[src/rtl/regwrite_arbiter.sv]
// Register-file write-port arbiter: round-robin ALU/MEM/LINK grant, registered write
// port and a pending-write scoreboard that raises Stall on read-after-write hazards.
module regwrite_arbiter #(
  parameter int DATA_W = 32
) (
  input  logic              Clk,
  input  logic              Reset,
  input  logic              AluReq,
  input  logic [4:0]        AluReg,
  input  logic [DATA_W-1:0] AluData,
  output logic              AluGnt,
  input  logic              MemReq,
  input  logic [4:0]        MemReg,
  input  logic [DATA_W-1:0] MemData,
  output logic              MemGnt,
  input  logic              LinkReq,
  input  logic [DATA_W-1:0] LinkAddr,
  output logic              LinkGnt,
  input  logic              IssueValid,
  input  logic [4:0]        IssueReg,
  input  logic [4:0]        ReadReg1,
  input  logic [4:0]        ReadReg2,
  output logic              Stall,
  output logic              RegWrite,
  output logic [4:0]        WriteReg,
  output logic [DATA_W-1:0] WriteData,
  output logic [31:0]       PendingMask
);

  localparam logic [1:0] PTR_ALU  = 2'd0;
  localparam logic [1:0] PTR_MEM  = 2'd1;
  localparam logic [1:0] PTR_LINK = 2'd2;

  // Handshake: a requester holds Req/Reg/Data until its Gnt is high in the same
  // cycle; that single-cycle Gnt consumes exactly one request.
  logic [1:0]        ptr;
  logic [1:0]        nextPtr;
  logic [2:0]        gntVec;   // bit 0 ALU, bit 1 MEM, bit 2 LINK
  logic              anyGnt;
  logic [4:0]        selReg;
  logic [DATA_W-1:0] selData;
  logic [31:0]       clrMask;
  logic [31:0]       setMask;
  logic [31:0]       maskNext;

  always_comb begin
    gntVec = 3'b000;
    if (!Reset) begin
      case (ptr)
        PTR_MEM: begin
          if (MemReq)       gntVec = 3'b010;
          else if (LinkReq) gntVec = 3'b100;
          else if (AluReq)  gntVec = 3'b001;
        end
        PTR_LINK: begin
          if (LinkReq)      gntVec = 3'b100;
          else if (AluReq)  gntVec = 3'b001;
          else if (MemReq)  gntVec = 3'b010;
        end
        default: begin
          if (AluReq)       gntVec = 3'b001;
          else if (MemReq)  gntVec = 3'b010;
          else if (LinkReq) gntVec = 3'b100;
        end
      endcase
    end
  end

  assign AluGnt  = gntVec[0];
  assign MemGnt  = gntVec[1];
  assign LinkGnt = gntVec[2];
  assign anyGnt  = |gntVec;

  always_comb begin
    selReg  = AluReg;
    selData = AluData;
    nextPtr = ptr;
    if (gntVec[0]) begin
      nextPtr = PTR_MEM;
    end else if (gntVec[1]) begin
      selReg  = MemReg;
      selData = MemData;
      nextPtr = PTR_LINK;
    end else if (gntVec[2]) begin
      // jal writes the return address into $ra
      selReg  = 5'd31;
      selData = LinkAddr + DATA_W'(1);
      nextPtr = PTR_ALU;
    end
  end

  // A set from issue overrides a clear from the write retiring in this cycle.
  always_comb begin
    clrMask  = RegWrite ? (32'd1 << WriteReg) : 32'd0;
    setMask  = (IssueValid && IssueReg != 5'd0) ? (32'd1 << IssueReg) : 32'd0;
    maskNext = ((PendingMask & ~clrMask) | setMask) & ~32'd1;
  end

  always_ff @(posedge Clk) begin
    if (Reset) begin
      ptr         <= PTR_ALU;
      RegWrite    <= 1'b0;
      WriteReg    <= 5'd0;
      WriteData   <= '0;
      PendingMask <= 32'd0;
    end else begin
      ptr         <= nextPtr;
      RegWrite    <= anyGnt && (selReg != 5'd0);
      PendingMask <= maskNext;
      if (anyGnt && selReg != 5'd0) begin
        WriteReg  <= selReg;
        WriteData <= selData;
      end
    end
  end

  assign Stall = (ReadReg1 != 5'd0 && PendingMask[ReadReg1]) ||
                 (ReadReg2 != 5'd0 && PendingMask[ReadReg2]);

endmodule

[config.mk]
export PLATFORM = sky130hd
export DESIGN_NAME = regwrite_arbiter
export DESIGN_NICKNAME = d
export VERILOG_FILES = /design/src/rtl/regwrite_arbiter.sv
export SDC_FILE = /design/constraint.sdc
export NUM_CORES = 1
export LEC_CHECK = 0
export CAP_MARGIN = 20
export CORE_MARGIN = 10
export CORE_UTILIZATION = 40
export CTS_CLUSTER_DIAMETER = 100
export CTS_CLUSTER_SIZE = 10
export DETAILED_ROUTE_END_ITERATION = 12
export GPL_TIMING_DRIVEN = 0
export HOLD_SLACK_MARGIN = 0.15
export PLACE_DENSITY = 0.85
export SLEW_MARGIN = 20
export SYNTH_ARGS = -nofsm -noshare
export SYNTH_HDL_FRONTEND = slang
export SYNTH_SLANG_ARGS = --single-unit
[constraint.sdc]
create_clock -name Clk -period 2.9 [get_ports Clk]
set_input_delay 0.58 -clock Clk [delete_from_list [all_inputs] [get_ports Clk]]
set_output_delay 0.58 -clock Clk [all_outputs]
set_load 0.01 [all_outputs]
==> summary.txt, run 1 <==
Global route
  • Pin count of the biggest net entering global routing: 14
  • Number of antenna violations at the first check in global routing: 0
  • First-pass GRT wire length: 28800 microns
  • Number of global-route vias before repair: 5534
  • GR Util All Layers: 0.217
  • Total grt overflow: 0

STA
  • Transition at the pin with the smallest max-transition slack: 632 ps
  • Final number of setup-violating endpoints: 0
  • Final setup skew: 8.09 ps
  • Final number of max-transition violations: 0
  • Fin crit period: 2830 ps
  • Worst hold slack after final layout: 460 ps
  • Number of hold-slack violations in the final timing report: 0
  • Highest attainable clock frequency: 0.354 GHz
  • RSZ-0062 raised after global routing: no
  • Part of the cycle the worst path needs: 0.975
  • Slew margin rel.: 0.578
  • Final-layout setup total negative slack: 0 ps

Setup path
  • Cell repeated most along the worst path: nand2_1
  • Critical path launch point type: input port
  • Top delay family on crit path: multiplexers
  • Arrival time reported for the critical path endpoint: 2250 ps
  • Worst-path maximum fanout: 9
  • Worst stage delay on the critical path: 450 ps
  • Worst path required time: 2320 ps
  • Number of cells on the critical path: 8
  • Reg2Reg Depth: 9
  • Critical Path Slowest Stage Cell: mux4_2
  • Kind of end point of the critical path: output pin
  • Number of buffer and inverter stages on the critical path: 2
  • Class of the most critical setup path: in2out
  • CP cell instances: clkbuf_2 > mux2_2 > nand2_1 > o21ai_0 > mux4_2 > mux2i_1 > nand2_1 > dlygate4sd2_1

Outcome
  • Outcome: complete, no violations

Clocking
  • Clock Pin Slew Worst Setup and Hold Paths: 60 ps
  • Worst-skew pair later-pin latency: 340 ps
  • Clk Tree Root Cell: clkbuf_16
  • Post-cts hold buffer count: 0
  • H-tree depth reported by CTS: 3
  • Number of CTS-inserted buffers: 9
  • CTS sink cnt: 71
  • TritonCTS clock tree: done
  • Worst-case clock buffer depth: 2

Finish
  • Fill cell total of the finished layout: 985
  • Ratio of cells with drive above 1 in the final layout: 0.0884
  • Leading cell type in the layout, fill and taps excluded: clkdlybuf4s50_1
  • Area delta synth->final: 53.5%
  • Post-layout net count: 894
  • Commonest non-fill, non-tap cells in the layout: 189 x clkdlybuf4s50_1, 95 x nand2_1, 71 x dfxtp_1
  • Number of antenna repair diodes: 0

Synth
  • Number of instances in the synthesized netlist: 558
  • Cell Area, Synth: 0.00471 sq mm
  • Avg Synthesized Cell Area: 8.45 sq um
  • Post-synth top flop: dfxtp_1
  • Number of warnings printed during yosys synthesis: 0
  • Synthesis-stage register bit count: 71
  • Share of flip-flops with an asynchronous set or reset: 0
  • Number of enable flip-flop cells after synthesis: 0
  • Synthesized Nets: 688
  • Register area share after synthesis: 0.301
  • Netlist cell types: 58

Placement
  • GP Congestion: 0.934
  • DPL Wire Length: 15100 microns
  • Number of input and output port buffers inserted: 195

Floorplan
  • DIE WIDTH: 129 microns
  • Core area: 0.0115 sq mm
  • Die outline area: 0.0165 sq mm
  • Site row count: 39
  • I/O pin cnt: 201
  • Vertical extent of the die: 129 microns
  • Initial core utilization: 0.411

Drt
  • Final wirelength: 18700 microns
  • Overall via count from detail_route: 5376
  • Detailed-routing iteration count for the pre-antenna-repair pass: 5
  • Drt first-iter violations: 409
  • Vias per std cell: 5.89
  • Post-detailed-route wirelength per cell: 20.5 microns
  • Final antenna-violating net count: 0
  • Remaining routing DRC violations: 0

Pwr
  • Pwr dens: 497 mW/mm^2
  • VDD IR max: 0.302 mV
  • Cell leakage power: 2.71 nW

Worst hold path
  • Min-delay worst type: reg2reg
  • Cell depth of the worst min-delay path: 2

Flow run
  • Count of max-cap constraint violations: 0
-- path summary, 6_finish.rpt --
check,startpoint,end,slack (ps)
max,ReadReg1[2],Stall,70
min,WriteData[20],WriteData[20],460
max reg2reg,ptr[0],WriteData[29],210
min reg2reg,WriteData[20],WriteData[20],460
-- power by group --
| group | switching, mW | internal, mW | total (mW) | leakage, nW |
|---|---|---|---|---|
| Sequential | 0.0693 | 1.07 | 1.14 | 0.581 |
| Clock | 0.453 | 0.930 | 1.38 | 0.176 |
| Combinational | 0.522 | 0.551 | 1.07 | 1.95 |
| Total | 1.04 | 2.55 | 3.60 | 2.71 |
-- cells in the mapped netlist (4+ instances only) --
master    number  area [sq um]
buf_6          6          67.6
nand3b_1       6          45.0
and3_1         6          37.5
a32oi_1        4          35.0
mux2i_1       35           350
dfxtp_1       71          1420
o22ai_1       29           181
xnor2_1       11          96.3
nor3b_1        4          30.0
nand2b_1       5          31.3
clkbuf_1      15          56.3
a211o_1       24           210
inv_1         14          52.6
xor2_1        19           166
nand3_1       21           105
nor2b_1        6          37.5
o21ai_0       37           185
buf_2          4          20.0
nand2_1       95           357
nor2_1        15          56.3
a21oi_1       35           175
buf_1          6          22.5
nand4_1       11          68.8
mux4_2        17           383
o21bai_1       6          45.0
nor3_1         8          40.0
-- cell families after synthesis --
family,Yosys count,share of synthesized area
AO/OA/AOI/OAI,156,0.213
XOR/XNOR,30,0.0557
adder cells (fa/ha/maj),3,0.00796
buffers and inverters,47,0.0488
flip-flops,71,0.301
multiplexers,55,0.163
other,1,0.000795
AND/OR/NAND/NOR,195,0.210
-- worst reg2reg max path, delay by kind of cell (launching register included) --
| kind | cells | cell delay, ps |
|---|---|---|
| AOI/OAI and AO/OA | 2 | 550 |
| adders and majority gates | 1 | 340 |
| buffers and inverters | 2 | 600 |
| DFF | 1 | 360 |
| muxes | 1 | 120 |
| and+or+nand+nor | 3 | 650 |
-- flip-flops by register name (all words and copies together), names as in the netlist --
register     count
WriteData       32
RegWrite         1
ptr              2
WriteReg         5
PendingMask     31
-- final cells by class --
cell class,count,area [sq um],area share
Buffer,31,188,0.0259
Multi-Input combinational cell,440,3070,0.425
Sequential cell,71,1420,0.196
Tap cell,143,179,0.0247
Clock inverter,7,145,0.0201
Timing Repair Buffer,196,1950,0.269
Clock buffer,9,225,0.0311
Inverter,15,56.3,0.00778
-- through the flow --
step | power [mW] | instances | utilization | cell area (sq um) | worst slack (ps)
after global routing | 3.74 | 912 | 0.631 | 7240 | 1.54
after detailed placement | 2.22 | 896 | 0.597 | 6850 | -604
after CTS | 3.60 | 912 | 0.631 | 7230 | 62.5
after global placement | 2.20 | 896 | 0.597 | 6850 | -576
after floorplan | 1.67 | 558 | - | 4710 | 98.6
final | 3.60 | 912 | 0.631 | 7240 | 72.7
-- routing by layer --
| metal | track usage | vias up | wire length (microns) |
|---|---|---|---|
| li1 | - | 2476 | - |
| met4 | 0.0786 | 0 | 400 |
| met2 | 0.368 | 291 | 9010 |
| met3 | 0.0903 | 30 | 2290 |
| met1 | 0.238 | 2579 | 7000 |
| met5 | 0 | - | 0 |
-- timing repair --
| item | in CTS | in global routing |
|---|---|---|
| resized for setup | 20 | 2 |
| endpoints found under the setup margin | 4 | 6 |
| buffers inserted | 1 | 0 |
| pin swaps | 1 | 0 |
Note: power is estimated with default switching activity, not from simulation.
==> run 2: changes to the inputs <==
GPL_TIMING_DRIVEN = unset   (was 0)
==> run 2 against run 1 <==
Net effect: sequential share of layout area decreased by 0.26 points; clock power fell by 17%; critical endpoint unchanged; setup slack worse by 14 ps; design area up 1.3%; non-clock buffer count is 7 higher; cell count increased by 0.77%.
==> summary.txt, run 2 (synthesis gave the netlist of run 1 again) <==
STA
  • RSZ-0062 raised after global routing: no
  • Highest attainable clock frequency: 0.352 GHz (-0.48%)
  • Final number of setup-violating endpoints: 0 (unchanged)
  • Final setup skew: 8.45 ps (+0.362 ps)
  • Part of the cycle the worst path needs: 0.980 (+0.00474)
  • Transition at the pin with the smallest max-transition slack: 662 ps (+29.2 ps)
  • Fin crit period: 2840 ps (+13.8 ps)
  • Number of hold-slack violations in the final timing report: 0 (unchanged)
  • Slew margin rel.: 0.558 (-0.0204)
  • Setup slack after layout: 59.0 ps (-13.8 ps)
  • Final number of max-transition violations: 0 (unchanged)
  • Worst hold slack after final layout: 462 ps (+2.15 ps)

Placement
  • Worst setup timing slack at the placement stage: -591 ps (+12.7 ps)
  • Number of input and output port buffers inserted: 199 (+2.1%)
  • Area post-placement: 0.00700 sq mm (+2.2%)
  • GP Congestion: 0.979 (+4.8%)
  • DPL Wire Length: 14600 microns (-3.2%)
  • Number of placed cells counting well taps: 901 (+0.56%)

Finish
  • Leading cell type in the layout, fill and taps excluded: clkdlybuf4s50_1
  • Number of antenna repair diodes: 0 (unchanged)
  • Register with the most flip-flops: WriteData
  • Post-layout net count: 901 (+0.78%)
  • Post-layout instance count excluding filler cells: 919 (+0.77%)
  • Area delta synth->final: 55.6%
  • Design area: 0.00733 sq mm (+1.3%)
  • Ratio of cells with drive above 1 in the final layout: 0.112 (+0.0237)
  • Registers with the highest flip-flop counts: WriteData (32), PendingMask (31), WriteReg (5)
  • Commonest non-fill, non-tap cells in the layout: 191 x clkdlybuf4s50_1, 95 x nand2_1, 71 x dfxtp_1
  • Number of flip-flops in the largest register: 32 (unchanged)

Global route
  • Met3 capacity usage during global routing: 0.0903 (unchanged)
  • GR Util All Layers: 0.211 (-0.00585)
  • Most utilized layer in the global route result: met2
  • Total grt overflow: 0 (unchanged)
  • Global routing met1 resource utilization: 0.227 (-0.0109)
  • Pin count of the biggest net entering global routing: 39 (+25)
  • Number of antenna violations at the first check in global routing: 0 (unchanged)
  • First-pass GRT wire length: 28300 microns (-1.7%)
  • Met2 usage: 0.362 (-0.00568)
  • Number of global-route vias before repair: 5605 (+1.3%)

Clocking
  • Post-cts hold buffer count: 0 (unchanged)
  • Clock Pin Slew Worst Setup and Hold Paths: 60 ps (about the same)
  • Worst-case clock buffer depth: 2 (unchanged)
  • CTS sink cnt: 71 (unchanged)
  • Number of CTS-inserted buffers: 9 (unchanged)
  • H-tree depth reported by CTS: 3 (unchanged)
  • Worst-skew pair later-pin latency: 340 ps (about the same)
  • Clk Tree Root Cell: clkbuf_16
  • TritonCTS clock tree: done

Pwr
  • Clock power frac: 0.338 (-0.047)
  • Tot Pwr: 3.38 mW (-5.9%)
  • VDD IR max: 0.332 mV (+9.8%)
  • Net load switching power: 1.05 mW (+1.0%)
  • Internal power consumption: 2.33 mW (-8.8%)
  • Pwr dens: 461 mW/mm^2 (-7.2%)
  • Switching power share of the total: 0.312 (+0.0215)
  • Combinational group share of total power: 0.324 (+0.026)
  • Cell leakage power: 2.80 nW (+3.3%)
  • Proportion of power drawn by flip-flops and latches: 0.338 (+0.021)

Setup path
  • Arrival time reported for the critical path endpoint: 2260 ps (about the same)
  • Worst-path maximum fanout: 4 (-5)
  • Critical path launch point type: input port
  • Worst path required time: 2320 ps (about the same)
  • Kind of end point of the critical path: output pin
  • Class of the most critical setup path: in2out

Worst hold path
  • Min-delay worst type: reg2reg

Drt
  • Drt first-iter violations: 409 (unchanged)
  • Final wirelength: 18500 microns (-1.3%)
  • Overall via count from detail_route: 5386 (+0.19%)
  • Detailed-routing iteration count for the pre-antenna-repair pass: 5 (unchanged)
  • Remaining routing DRC violations: 0 (unchanged)
  • Vias per std cell: 5.86 (-0.58%)
  • Post-detailed-route wirelength per cell: 20.1 microns (-2.1%)
  • Final antenna-violating net count: 0 (unchanged)

Flow run
  • Count of max-cap constraint violations: 0 (unchanged)

Floorplan
  • Vertical extent of the die: 129 microns (unchanged)
  • I/O pin cnt: 201 (unchanged)
  • DIE WIDTH: 129 microns (unchanged)
  • Die outline area: 0.0165 sq mm (unchanged)
  • Core area: 0.0115 sq mm (unchanged)
  • Initial core utilization: 0.411 (unchanged)
  • Site row count: 39 (unchanged)

Outcome
  • Outcome: complete, no violations
-- run 2: cell type report --
class / instances / area (sq um)
Tap cell: 143 / 179
Timing Repair Buffer: 234 / 2300
Sequential cell: 71 / 1420
Inverter: 15 / 56.3
Multi-Input combinational cell: 440 / 3080
Clock buffer: 9 / 225
Fill cell: 888 / 4130
Clock inverter: 7 / 80.1
-- run 2: metal layers --
layer / routed length, microns / up-vias
li1: - / 2486
met1: 6990 / 2555
met2: 8900 / 304
met3: 2130 / 41
met4: 438 / 0
met5: 0 / -
-- run 2: critical path, stage by stage --
cell and delay, ps:
clkdlybuf4s15_1 220, buf_6 150, mux4_2 490, mux4_2 480, mux2i_1 140, nand2_1 60, buf_2 140
-- run 2: through the flow --
step,TNS (ps),util
2_1_floorplan,0,-
3_3_place_gp,-554,0.610
3_5_place_dp,-620,0.610
4_1_cts,0,0.638
5_1_grt,0,0.640
6_report,0,0.640
-- run 2: power groups by stage --
stage	combinational [mW]	sequential [mW]	clock (mW)
2_1_floorplan	0.479	1.19	0
3_3_place_gp	1.06	1.16	0
3_5_place_dp	1.09	1.16	0
4_1_cts	1.09	1.14	1.15
5_1_grt	1.17	1.15	1.20
6_report	1.10	1.14	1.14
-- run 2: repair_timing --
| item | CTS | global route |
|---|---|---|
| setup buffers | 1 | 1 |
| setup endpoints to repair | 2 | 1 |
| cloned | 0 | 0 |
| resized for setup | 13 | 4 |
-- run 2: final timing paths --
path / cells after the start / slack (ps) / endpoint / start
min reg2reg: 2 / 460 / WriteData[29] / WriteData[29]
min: 2 / 460 / WriteData[29] / WriteData[29]
max reg2reg: 9 / 210 / WriteData[17] / ptr[0]
max: 7 / 60 / Stall / ReadReg2[0]
